$ cat config.mk
export PLATFORM = sky130hd
export DESIGN_NAME = gdp_datapath
export DESIGN_NICKNAME = d
export VERILOG_FILES = /design/src/rtl/gdp_datapath.sv
export SDC_FILE = /design/constraint.sdc
export NUM_CORES = 1
export LEC_CHECK = 0
export ABC_CLOCK_PERIOD_IN_PS = 14450
export CORE_MARGIN = 2
export CORE_UTILIZATION = 45
export CTS_CLUSTER_SIZE = 12
export DETAILED_ROUTE_END_ITERATION = 8
export GPL_TIMING_DRIVEN = 0
export HOLD_SLACK_MARGIN = 0.1
export PLACE_DENSITY = 0.65
export REMOVE_ABC_BUFFERS = 1
export SLEW_MARGIN = 20
export SYNTH_ARGS = -nofsm -noshare
export SYNTH_HDL_FRONTEND = slang
export SYNTH_SLANG_ARGS = --single-unit
$ cat constraint.sdc
create_clock -name clk -period 14.45 [get_ports clk]
set_input_delay 2.1675 -clock clk [delete_from_list [all_inputs] [get_ports clk]]
set_output_delay 2.1675 -clock clk [all_outputs]
set_load 0.005 [all_outputs]
$ cat src/rtl/gdp_datapath.sv
// gdp_datapath: datapath for the general-purpose datapath (GDP).
// It executes one control word per clock from the GDP control unit:
// input mux -> 4-entry register file -> ALU -> shifter -> output gate.
// nEqZero is combinational so the control unit can branch on the value
// being written in the same cycle.
module gdp_datapath #(
    parameter int WIDTH = 8
) (
    input  logic             clk,
    input  logic             rst_n,
    input  logic             IE,
    input  logic             WE,
    input  logic [1:0]       WA,
    input  logic             RAE,
    input  logic [1:0]       RAA,
    input  logic             RBE,
    input  logic [1:0]       RBA,
    input  logic [2:0]       ALU,
    input  logic [1:0]       SH,
    input  logic             OE,
    input  logic [WIDTH-1:0] din,
    output logic             nEqZero,
    output logic [WIDTH-1:0] dout
);

    logic [WIDTH-1:0] rf_q [0:3];
    logic [WIDTH-1:0] rf_d [0:3];
    logic [WIDTH-1:0] a_val;
    logic [WIDTH-1:0] b_val;
    logic [WIDTH-1:0] alu_res;
    logic [WIDTH-1:0] sh_res;
    logic [WIDTH-1:0] mux_val;

    // Combinational read ports; a disabled port reads as zero.
    always_comb begin
        a_val = '0;
        b_val = '0;
        if (RAE) a_val = rf_q[RAA];
        if (RBE) b_val = rf_q[RBA];
    end

    // ALU: every code is defined, arithmetic wraps modulo 2^WIDTH.
    always_comb begin
        alu_res = a_val;
        unique case (ALU)
            3'b000: alu_res = a_val;
            3'b001: alu_res = a_val & b_val;
            3'b010: alu_res = a_val | b_val;
            3'b011: alu_res = ~a_val;
            3'b100: alu_res = a_val + b_val;
            3'b101: alu_res = a_val - b_val;
            3'b110: alu_res = a_val + WIDTH'(1);
            3'b111: alu_res = a_val - WIDTH'(1);
            default: alu_res = a_val;
        endcase
    end

    // Shifter on the ALU result: pass, shl, shr (zero fill), rotate right.
    always_comb begin
        sh_res = alu_res;
        unique case (SH)
            2'b00: sh_res = alu_res;
            2'b01: sh_res = {alu_res[WIDTH-2:0], 1'b0};
            2'b10: sh_res = {1'b0, alu_res[WIDTH-1:1]};
            2'b11: sh_res = {alu_res[0], alu_res[WIDTH-1:1]};
            default: sh_res = alu_res;
        endcase
    end

    // Input mux, zero flag and gated output; no holding register on dout.
    always_comb begin
        mux_val = IE ? din : sh_res;
        nEqZero = (mux_val == '0);
        dout    = OE ? sh_res : '0;
    end

    // Next register-file contents: only the addressed entry changes on a write.
    always_comb begin
        for (int i = 0; i < 4; i++) begin
            rf_d[i] = rf_q[i];
        end
        if (WE) begin
            rf_d[WA] = mux_val;
        end
    end

    // Register file; reset clears every entry without waiting for a clock.
    always_ff @(posedge clk or negedge rst_n) begin
        if (!rst_n) begin
            for (int i = 0; i < 4; i++) begin
                rf_q[i] <= '0;
            end
        end else begin
            for (int i = 0; i < 4; i++) begin
                rf_q[i] <= rf_d[i];
            end
        end
    end

endmodule

==> reports/qor.yml <==
fin_ws_ns: 4.43
antenna_found_initial: 0
highest_layer: "met4"
fmax_ghz: 0.0998
synth_area_leaders: "dfrtp_1 24%, mux4_2 7.4%, nand2_1 6.6%, o21ai_0 5.6%, mux4_1 3.2%"
rsz0062_at_grt: "false"
dpl_worst_slack_ns: 4.41
path_class: "in -> out"
relSlewSlack: 0.340
post-route-period-util: 0.694
status: "finished clean"
ys_seq_area_frac: 0.240
ff2ff_path_depth: 15
num_rows: 31
netlist-cell-type-count: 74
drt-wirelength-per-cell_um: 17.9
leakage_uw: 0.00148
crit_fanout: 17
io_buffer_count: 34
holdPathStages: 2
hold_buffers: 0
viasPerCell: 6.16
top_regs: "rf_q: 32 flops"
htree_levels: 2
ant_nets: 0
start_util: 0.462
final_nets: 442
firstDrtPassIters: 4
ys_ff_latch: 32
post-dp-hpwl_mm: 7.00
post-route-util: 0.514
cts_tree: "done"
core-area_um2: 7210
yosys_warnings: 0
timing.max_cap.violations: 0
finalSetupViolCount: 0
post_cts_buffers: 0
drc: 0
syn_area_per_cell_um2: 8.55
ir_drop_v: 0.0000761
final_common_cell: "nand2_1"
setup_tns_ns: 0
cts_made_buffers: 5
slew_violations: 0
io_pins: 35
synth_xor_area_frac: 0.0210
whs_ns: 0.511
n_antenna_cell: 0
synth_cells: 390
fill_cells: 715
regArea_um2: 801
min_period_ns: 10.02
mostFrequentLayoutCells: "59 x nand2_1, 37 x o21ai_0, 33 x clkdlybuf4s50_1"
muxShareOfSynthArea: 0.170
grt_pass1_vias: 2922
cts_resized: 0
dieArea_um2: 8110
synth_top_family_by_area: "compound AO/OA/AOI/OAI gates"
endpoint_kind: "output pin"
hold_viol_final: 0
vias: 3117
met1Wirelength_mm: 4.18
wl_met2_mm: 4.29
grt_max_degree: 33
power_density_nw_per_um2: 116
dr_wl_met3_um: 362
routabilityCongestion: 0.866
finClkSkew_ns: 0.00805
ys.flop_type: "dfrtp_1"
insertion_delay_ns: 0.28
synthesis.area_um2: 3330
grt_remaining_overflow: 0
tightestPinTransition_ns: 0.986
routed_wl_mm: 9.05
largest_reg_flops: 32
yosysTopAreaCell: "dfrtp_1"
arrival_ns: 7.86
synthSimpleGateAreaFrac: 0.206
die_width_um: 90.1
multiInputGateArea_um2: 2320
syn2layout_area_growth_pct: 11.2
hold_class: "reg -> reg"
clk_pin_slew_worst_paths_ns: 0.05
total_power_uw: 430
root_buffer: "clkbuf_8"
grt_util_all_layers: 0.225
synthArstFlopShare: 1.00
die_h_um: 90.1
synth-edff-count: 0
cp-start-kind: "primary input"
grt_pass1_wl_mm: 14.9
first_iter_violations: 147
drive_gt1_frac: 0.108
synth-compound-area-share: 0.264
regMostFlops: "rf_q"
cts_sinks: 32
clk_path_buf_depth: 2
yosysTopAreaCellShare: 0.240
synthAdderAreaFrac: 0.0360
cp.required_ns: 12.28
==> cells in the mapped netlist (all sizes together), types with 2 or more instances <==
cell     number
nor3         11
ha            8
or3           2
buf           5
nand3b        2
and3          2
xor2          6
a211oi        7
a31oi         2
o31a          4
dfrtp        32
o2bb2ai       2
nor2b         3
clkinv        2
nand3        11
a311oi        4
a21o          7
nor4b         4
xnor2         2
o31ai         3
nor4          2
inv          10
or4           2
nor2         26
a22oi         5
nand2b        4
mux2i         9
a21oi        18
o22ai         7
a21boi        2
o21bai        2
o21ai        40
nand2        60
a31o          3
o211ai        2
nor3b         2
mux4         15
clkbuf       19
mux2         11
a221oi        2
or2           3
and2          6
o21a          6
==> cells by family (layout without fill, tap and decap cells) <==
family,count (synthesis),in the layout
buffers and inverters,36,53
xor gates and xnor gates,8,8
adders and majority gates,9,9
muxes,35,35
DFF,32,32
and+or+nand+nor,143,143
AOI/OAI and AO/OA,127,127
==> where the power goes <==
| part | switching (uW) | leakage (uW) | internal (uW) |
|---|---|---|---|
| sequential | 20.8 | 0.000398 | 111 |
| combinational | 129 | 0.00104 | 107 |
| clock | 29.2 | 0.0000410 | 32.6 |
| total | 179 | 0.00148 | 251 |
==> layer usage <==
layer / vias to the layer above / GRT usage
li1: 1504 / -
met1: 1504 / 0.314
met2: 88 / 0.360
met3: 21 / 0.0243
met4: 0 / 0.0885
met5: - / 0
==> area by class of cell <==
class | instances | area share
Inverter | 12 | 0.0121
Tap cell | 99 | 0.0334
Timing Repair Buffer | 34 | 0.0904
Sequential cell | 32 | 0.216
Clock inverter | 1 | 0.00135
Clock buffer | 6 | 0.0196
Multi-Input combinational cell | 322 | 0.627
==> path summary, 6_finish.rpt <==
| kind | startpoint | to | slack [ns] |
|---|---|---|---|
| min in group asynchronous | rst_n | rf_q[27]$_DFFE_PN0P_ | 1.93 |
| setup / recovery | RBA[0] | nEqZero | 4.43 |
| hold / removal | rf_q[28]$_DFFE_PN0P_ | rf_q[28]$_DFFE_PN0P_ | 0.51 |
| max in group asynchronous | rst_n | rf_q[29]$_DFFE_PN0P_ | 12.07 |
| hold reg to reg | rf_q[28]$_DFFE_PN0P_ | rf_q[28]$_DFFE_PN0P_ | 0.51 |
| setup reg to reg | rf_q[17]$_DFFE_PN0P_ | rf_q[6]$_DFFE_PN0P_ | 9.82 |
==> metrics by stage <==
step                      instance area, um^2  std cells
final                                    3710        506
after global routing                     3710        506
after CTS                                3710        506
after detailed placement                 3630        499
after global placement                   3630        499
after floorplan                          3170        366
==> worst max-delay path, cell delays in order <==
cell and delay [ns]:
clkdlybuf4s50_1 0.98, mux4_1 0.70, nand2_1 0.16, ha_1 0.26, nand3_1 0.08, o21ai_0 0.08
a211oi_1 0.11, a31o_2 0.27, ha_1 0.25, or4_1 0.43, o22ai_1 0.37, mux2_2 0.39
o221a_2 0.29, nor3_2 0.34, o31ai_4 0.15, nor4_1 0.26, clkdlybuf4s50_1 0.55
No activity file was read; power rests on OpenSTA's default activity.
